===== src/rtl/rc_channel_decoder_pkg.sv =====
// Shared definitions for the RC channel decoder: command width, range limits and
// the link-supervision state encoding used by the motor mixer as well.
package rc_channel_decoder_pkg;

    localparam int VAL_W   = 10;
    localparam int VAL_MAX = 511;
    localparam int VAL_MIN = -512;

    typedef enum logic [1:0] {
        ST_FAILSAFE = 2'd0,
        ST_ARMING   = 2'd1,
        ST_RUN      = 2'd2
    } rc_state_e;

endpackage


===== src/rtl/rc_channel_decoder_avg_filter.sv =====
// Moving-average filter: circular history plus running sum. The next average is
// presented combinationally so the owner can register it in the same cycle.
module rc_avg_filter
    import rc_channel_decoder_pkg::*;
#(
    parameter int AVG_LOG2 = 2
) (
    input  logic                    clk,
    input  logic                    reset_n,
    input  logic                    i_load,
    input  logic                    i_upd,
    input  logic signed [VAL_W-1:0] i_val,
    output logic signed [VAL_W-1:0] o_avg_nxt
);

    localparam int DEPTH  = 1 << AVG_LOG2;
    localparam int SUM_W  = VAL_W + AVG_LOG2;
    localparam int PW     = (AVG_LOG2 > 0) ? AVG_LOG2 : 1;
    localparam int HSLOTS = 1 << PW;
    localparam logic [PW-1:0] PTR_LAST = PW'(DEPTH - 1);

    logic signed [VAL_W-1:0] r_hist [HSLOTS];
    logic signed [SUM_W-1:0] r_sum;
    logic        [PW-1:0]    r_ptr;

    logic signed [SUM_W-1:0] w_sum_upd, w_sum_load, w_sum_nxt;

    // Running sum swaps the oldest slot for the new sample; a load fills every slot.
    assign w_sum_upd  = r_sum + SUM_W'(i_val) - SUM_W'(r_hist[r_ptr]);
    assign w_sum_load = SUM_W'(i_val) <<< AVG_LOG2;
    assign w_sum_nxt  = i_load ? w_sum_load : w_sum_upd;
    assign o_avg_nxt  = VAL_W'(w_sum_nxt >>> AVG_LOG2);

    always_ff @(posedge clk or negedge reset_n) begin
        if (!reset_n) begin
            for (int k = 0; k < HSLOTS; k++) r_hist[k] <= '0;
            r_sum <= '0;
            r_ptr <= '0;
        end else if (i_load) begin
            for (int k = 0; k < HSLOTS; k++) r_hist[k] <= i_val;
            r_sum <= w_sum_load;
            r_ptr <= '0;
        end else if (i_upd) begin
            r_hist[r_ptr] <= i_val;
            r_sum         <= w_sum_upd;
            r_ptr         <= (r_ptr == PTR_LAST) ? '0 : r_ptr + 1'b1;
        end
    end

endmodule


===== src/rtl/rc_channel_decoder.sv =====
// RC servo pulse decoder: validate, centre, deadband/clamp, average, and supervise
// link health with a failsafe FSM. Fixed 3-cycle latency from in_stb to value_stb.
module rc_channel_decoder
    import rc_channel_decoder_pkg::*;
#(
    parameter int IN_W        = 17,
    parameter int CENTER      = 1500,
    parameter int MIN_VALID   = 800,
    parameter int MAX_VALID   = 2200,
    parameter int DEADBAND    = 10,
    parameter int AVG_LOG2    = 2,
    parameter int BAD_LIMIT   = 3,
    parameter int ARM_SAMPLES = 2,
    parameter int TIMEOUT_CYC = 2500000
) (
    input  logic                    clk,
    input  logic                    reset_n,
    input  logic                    in_stb,
    input  logic                    in_ready,
    input  logic [IN_W-1:0]         in_length,
    output logic signed [VAL_W-1:0] value,
    output logic                    value_stb,
    output logic                    valid,
    output logic                    failsafe
);

    localparam int DW    = IN_W + 1;
    localparam int WD_W  = $clog2(TIMEOUT_CYC + 1);
    localparam int ARM_W = $clog2(ARM_SAMPLES + 1);
    localparam int BAD_W = $clog2(BAD_LIMIT + 1);

    localparam logic [IN_W-1:0]      MIN_L    = IN_W'(MIN_VALID);
    localparam logic [IN_W-1:0]      MAX_L    = IN_W'(MAX_VALID);
    localparam logic signed [DW-1:0] CENTER_D = DW'(CENTER);
    localparam logic signed [DW-1:0] DB_D     = DW'(DEADBAND);
    localparam logic signed [DW-1:0] VMAX_D   = DW'(VAL_MAX);
    localparam logic signed [DW-1:0] VMIN_D   = DW'(VAL_MIN);
    localparam logic [WD_W-1:0]      TO_L     = WD_W'(TIMEOUT_CYC);
    localparam logic [ARM_W-1:0]     ARM_L    = ARM_W'(ARM_SAMPLES);
    localparam logic [BAD_W-1:0]     BAD_L    = BAD_W'(BAD_LIMIT);

    // Stage valid/good shift registers: [0] = S1, [1] = S2.
    logic [1:0]              r_vld_pipe, r_good_pipe;
    logic signed [DW-1:0]    r_s1_diff;
    logic signed [VAL_W-1:0] r_s2_val;

    logic                    w_in_good;
    logic signed [DW-1:0]    w_diff, w_abs;
    logic signed [VAL_W-1:0] w_s2_val, w_avg_nxt;

    assign w_in_good = in_ready && (in_length >= MIN_L) && (in_length <= MAX_L);
    assign w_diff    = $signed({1'b0, in_length}) - CENTER_D;
    assign w_abs     = r_s1_diff[DW-1] ? -r_s1_diff : r_s1_diff;

    always_comb begin
        w_s2_val = '0;
        if (w_abs < DB_D)           w_s2_val = '0;
        else if (r_s1_diff > VMAX_D) w_s2_val = VAL_W'(VAL_MAX);
        else if (r_s1_diff < VMIN_D) w_s2_val = VAL_W'(VAL_MIN);
        else                         w_s2_val = r_s1_diff[VAL_W-1:0];
    end

    always_ff @(posedge clk or negedge reset_n) begin
        if (!reset_n) begin
            r_vld_pipe  <= '0;
            r_good_pipe <= '0;
            r_s1_diff   <= '0;
            r_s2_val    <= '0;
        end else begin
            r_vld_pipe  <= {r_vld_pipe[0], in_stb};
            r_good_pipe <= {r_good_pipe[0], in_stb & w_in_good};
            r_s1_diff   <= w_diff;
            r_s2_val    <= w_s2_val;
        end
    end

    // Watchdog: a good sample sitting in S1 wins over a terminal count that cycle.
    logic [WD_W-1:0] r_wd, w_wd_nxt;
    logic            w_tmo;

    assign w_wd_nxt = (r_vld_pipe[0] && r_good_pipe[0]) ? '0 :
                      (r_wd == TO_L)                     ? r_wd : r_wd + 1'b1;
    assign w_tmo    = (w_wd_nxt == TO_L);

    always_ff @(posedge clk or negedge reset_n) begin
        if (!reset_n) r_wd <= '0;
        else          r_wd <= w_wd_nxt;
    end

    rc_state_e        r_state;
    logic [ARM_W-1:0] r_arm, w_arm_inc;
    logic [BAD_W-1:0] r_bad, w_bad_inc;
    logic             w_s3_good, w_s3_bad, w_arm_done, w_bad_trip;
    logic             w_flt_load, w_flt_upd;

    assign w_s3_good  = r_vld_pipe[1] & r_good_pipe[1];
    assign w_s3_bad   = r_vld_pipe[1] & ~r_good_pipe[1];
    assign w_arm_inc  = r_arm + 1'b1;
    assign w_bad_inc  = (r_bad == BAD_L) ? r_bad : r_bad + 1'b1;
    assign w_arm_done = w_s3_good && (w_arm_inc == ARM_L);
    assign w_bad_trip = w_s3_bad && (w_bad_inc >= BAD_L);
    assign w_flt_load = (r_state != ST_RUN) && w_arm_done;
    assign w_flt_upd  = (r_state == ST_RUN) && w_s3_good && !w_tmo;

    rc_avg_filter #(.AVG_LOG2(AVG_LOG2)) u_avg (
        .clk       (clk),
        .reset_n   (reset_n),
        .i_load    (w_flt_load),
        .i_upd     (w_flt_upd),
        .i_val     (r_s2_val),
        .o_avg_nxt (w_avg_nxt)
    );

    always_ff @(posedge clk or negedge reset_n) begin
        if (!reset_n) begin
            r_state   <= ST_FAILSAFE;
            r_arm     <= '0;
            r_bad     <= '0;
            value     <= '0;
            value_stb <= 1'b0;
            valid     <= 1'b0;
            failsafe  <= 1'b1;
        end else begin
            value_stb <= 1'b0;
            case (r_state)
                ST_FAILSAFE, ST_ARMING: begin
                    if (w_arm_done) begin
                        r_state   <= ST_RUN;
                        r_arm     <= '0;
                        r_bad     <= '0;
                        value     <= r_s2_val;
                        value_stb <= 1'b1;
                        valid     <= 1'b1;
                        failsafe  <= 1'b0;
                    end else if (w_s3_good) begin
                        r_arm   <= w_arm_inc;
                        r_state <= ST_ARMING;
                    end else if (r_state == ST_ARMING && (w_s3_bad || w_tmo)) begin
                        r_arm   <= '0;
                        r_state <= ST_FAILSAFE;
                    end
                end
                ST_RUN: begin
                    // Bad-limit and timeout together still make a single entry.
                    if (w_bad_trip || w_tmo) begin
                        r_state   <= ST_FAILSAFE;
                        r_arm     <= '0;
                        r_bad     <= '0;
                        value     <= '0;
                        value_stb <= 1'b1;
                        valid     <= 1'b0;
                        failsafe  <= 1'b1;
                    end else if (w_s3_good) begin
                        value     <= w_avg_nxt;
                        value_stb <= 1'b1;
                        r_bad     <= '0;
                    end else if (w_s3_bad) begin
                        r_bad <= w_bad_inc;
                    end
                end
                default: r_state <= ST_FAILSAFE;
            endcase
        end
    end

endmodule


===== config.mk =====
export PLATFORM = sky130hd
export DESIGN_NAME = rc_channel_decoder
export DESIGN_NICKNAME = d
export VERILOG_FILES = /design/src/rtl/rc_channel_decoder_pkg.sv /design/src/rtl/rc_channel_decoder_avg_filter.sv /design/src/rtl/rc_channel_decoder.sv
export SDC_FILE = /design/constraint.sdc
export NUM_CORES = 1
export LEC_CHECK = 0
export BUFFER_PORTS_ARGS = -buffer_cell sky130_fd_sc_hd__buf_4
export CAP_MARGIN = 15
export CORE_ASPECT_RATIO = 2
export CORE_MARGIN = 1
export CORE_UTILIZATION = 50
export DETAILED_ROUTE_END_ITERATION = 7
export GPL_TIMING_DRIVEN = 0
export PLACE_DENSITY = 0.76
export SLEW_MARGIN = 20
export SYNTH_ARGS = -nofsm -noshare
export SYNTH_HDL_FRONTEND = slang
export SYNTH_HIERARCHICAL = 1
export SYNTH_SLANG_ARGS = --single-unit

===== constraint.sdc =====
create_clock -name clk -period 8.8 [get_ports clk]
set_input_delay 0.44 -clock clk [delete_from_list [all_inputs] [get_ports clk]]
set_output_delay 0.44 -clock clk [all_outputs]
set_load 0.02 [all_outputs]

==> results.ini <==
[outcome]
status = complete, no violations

[global_routing]
grt_pass1_wl_mm = 28.6
grt.total_usage = 0.256
met1_usage = 0.244
grt.busiest_layer = met2
grt_overflow = 0
gr-usage-met2 = 0.462
grt_util_met3 = 0.0449
grt_max_degree = 88
antenna_found_initial = 0
first_global_vias = 5876

[critical_path]
cp-end-kind = flop
r2r-end = u_avg/r_hist[26]$_DFFE_PN0P_
path_class = reg2reg
path_cells = ha_1 -> and4_1 -> nand4_1 -> o21ai_0 -> a211oi_1 -> or4b_4 -> nor3_4 -> buf_2 -> nor3_1 -> buf_2 -> a21oi_1 -> clkbuf_1 -> o21ai_0
cp_slowest_stage_delay_ps = 800
rr_startpoint = r_wd[1]$_DFF_PN0_
required_ps = 9060
worstSetupEndpoint = u_avg/r_hist[26]$_DFFE_PN0P_
r2r_slack_ps = 3930
rr_worst_depth = 13
critical_path.max_fanout = 10
cpMaxStageDelayCell = a21oi_1
crit_arrival_ps = 5130
crit_start = r_wd[1]$_DFF_PN0_
cp-start-kind = flop

[clocking]
h-tree-depth = 4
cts_root_buf = clkbuf_16
cts_tree = built
cts-buffers-inserted = 17
clock_insertion_delay_worst_skew_ps = 410
clockBufferDepth = 2
cts.sinks = 127
cts.reportedPaths.clkPinSlew_ps = 50

[floorplan]
core_area_mm2 = 0.0143
num_rows = 62
fp.dieW_um = 87.2
start_util = 0.509
boundaryPins = 34
die-area_mm2 = 0.0150
die_h_um = 172

[synthesis]
netlist_area_mm2 = 0.00727
avgSynthCellArea_um2 = 9.57
yosys-top-cells-area = dfrtp_1 (43%), o21ai_0 (5.2%), nand2_1 (4.9%)
ys_top_cells_by_count = dfrtp_1 (126), nand2_1 (94), o21ai_0 (76), inv_1 (61), nor2_1 (57)
yosys_most_used_dff = dfrtp_1
synth-edff-count = 0
post-synth-top-area-cell = dfrtp_1
ys_ff_latch = 127
synthArstFlopShare = 1.00
synth_most_common_cell = dfrtp_1
synth_seq_area_share = 0.438
syn-num-nets = 814
ys_types = 69
yosysWarnings = 6
synth_top_area_frac = 0.434
syn_inst = 759

[worst_hold_path]
min_path_type = in2reg
hold_path_depth = 1

[sta]
setup_tns_ps = 0
slew_headroom = 0.346
worst_pin_slew_ps = 982
timing.final.crit_period_ps = 4870
setup_slack_ps = 3930
hold_ws_ps = 147
maxSlewViolCount = 0
fin_crit_sh = 0.553
finalSetupViolCount = 0
hold_viol = 0
clock_skew_ps = 7.30
fmax_ghz = 0.205
rsz0062_at_grt = false

[layout]
synthToLayoutAreaGrowth_pct = 15.4
nets = 868
design_area_mm2 = 0.00838
diodes = 0
drive_gt1_frac = 0.151

[power_and_ir_drop]
power_mw = 1.56
power.leakage_nw = 3.88
power_density_mw_per_mm2 = 186
vdd_ir_drop_max_mv = 0.129

[routing]
vias_per_cell = 5.64
drc = 0
firstDrtPassIters = 6
ant_nets = 0
routedWlPerCell_um = 17.2
finalWirelength_mm = 17.5
drt-initial-drc-count = 249
num_vias = 5746

[job]
maxCapViolations = 0

[placement]
place_hpwl_mm = 12.9
gp_congestion = 0.916
io_buffers = 33
placed_area_mm2 = 0.00779
post-place-ws_ps = 4050

[per-stage QoR]
stage	std cells	util
after floorplan	759	-
after global placement	984	0.543
after detailed placement	985	0.546
after CTS	1018	0.587
after global routing	1018	0.587
final	1018	0.587
[where the power goes]
group | leakage [nW] | total, mW | switching [mW] | internal, mW
clock network | 0.288 | 0.690 | 0.254 | 0.436
registers | 1.65 | 0.652 | 0.0359 | 0.616
logic | 1.95 | 0.221 | 0.122 | 0.0985
[state kept, by name, summed over array words and instances, names as in the netlist, 10 cells and up]
register and cells:
u_avg/r_sum 12, u_avg/r_hist 40, r_s1_diff 18, r_wd 22, r_s2_val 10, value 10
[cell type report]
type / instances / area, um^2
Clock inverter: 11 / 114
Sequential cell: 127 / 3180
Multi-Input combinational cell: 537 / 3680
Buffer: 33 / 175
Inverter: 62 / 233
Timing Repair Buffer: 35 / 293
Fill cell: 1297 / 5890
Clock buffer: 21 / 470
Tap cell: 192 / 240
[timing repair]
item / CTS / global route
endpoints found under the hold margin: 40 / 0
resized for setup: 0 / 0
endpoints found under the setup margin: 0 / 0
setup buffers: 0 / 0
hold buffers: 1 / 0
[kinds of logic (layout without fill, tap and decap cells)]
logic type	Yosys count	after routing	synth area share
mux	41	41	0.0818
buf+inv	95	162	0.0561
simple gates	265	265	0.179
compound gates	154	154	0.123
xor+xnor	43	43	0.0518
fa+ha+maj	34	34	0.0699
flops	127	127	0.438
[worst min-delay path by stage]
stage / start / end
global placement: r_vld_pipe[0]$_DFF_PN0_ / r_vld_pipe[1]$_DFF_PN0_
finish: in_stb / r_vld_pipe[0]$_DFF_PN0_
floorplan: reset_n / r_arm[0]$_DFFE_PN0P_
detailed placement: reset_n / u_avg/r_sum[2]$_DFFE_PN0P_
CTS: in_length[1] / r_s1_diff[1]$_DFF_PN0_
global route: in_length[1] / r_s1_diff[1]$_DFF_PN0_
[layout by cell type, fill, tap and decap left out, types with 4 or more instances in the layout]
master       n
nor2b_1      6
nand4_1     11
a21oi_1     34
o21ai_1      6
clkinv_2     6
nor4_1       5
clkbuf_1    15
dfrtp_1    126
nand2b_1     4
xor2_1      22
mux2_2      11
xnor2_1     21
mux2_4       9
nor3_1      20
buf_2        5
nor2_1      57
mux2i_1     11
o21ai_0     76
nand3_1     25
mux4_2      10
or3_1       11
buf_4       42
a21o_1       4
and4_1       4
o21a_1       4
fa_1        11
nand2_1     94
ha_1        23
clkbuf_16   17
inv_1       61
and3_1       4
[routing by layer]
metal | vias to the layer above | routed length (um)
li1 | 2724 | -
met1 | 2814 | 5960
met2 | 146 | 9720
met3 | 62 | 478
met4 | 0 | 1370
met5 | - | 0
[critical path, delay by kind of cell (launching register included)]
| kind | cells | cell delay (ps) |
|---|---|---|
| flip-flops | 1 | 450 |
| buffers and inverters | 3 | 960 |
| AND/OR/NAND/NOR | 5 | 1600 |
| adder cells (fa/ha/maj) | 1 | 330 |
| AO/OA/AOI/OAI | 4 | 1360 |
Power figures use the tool's default switching activity.
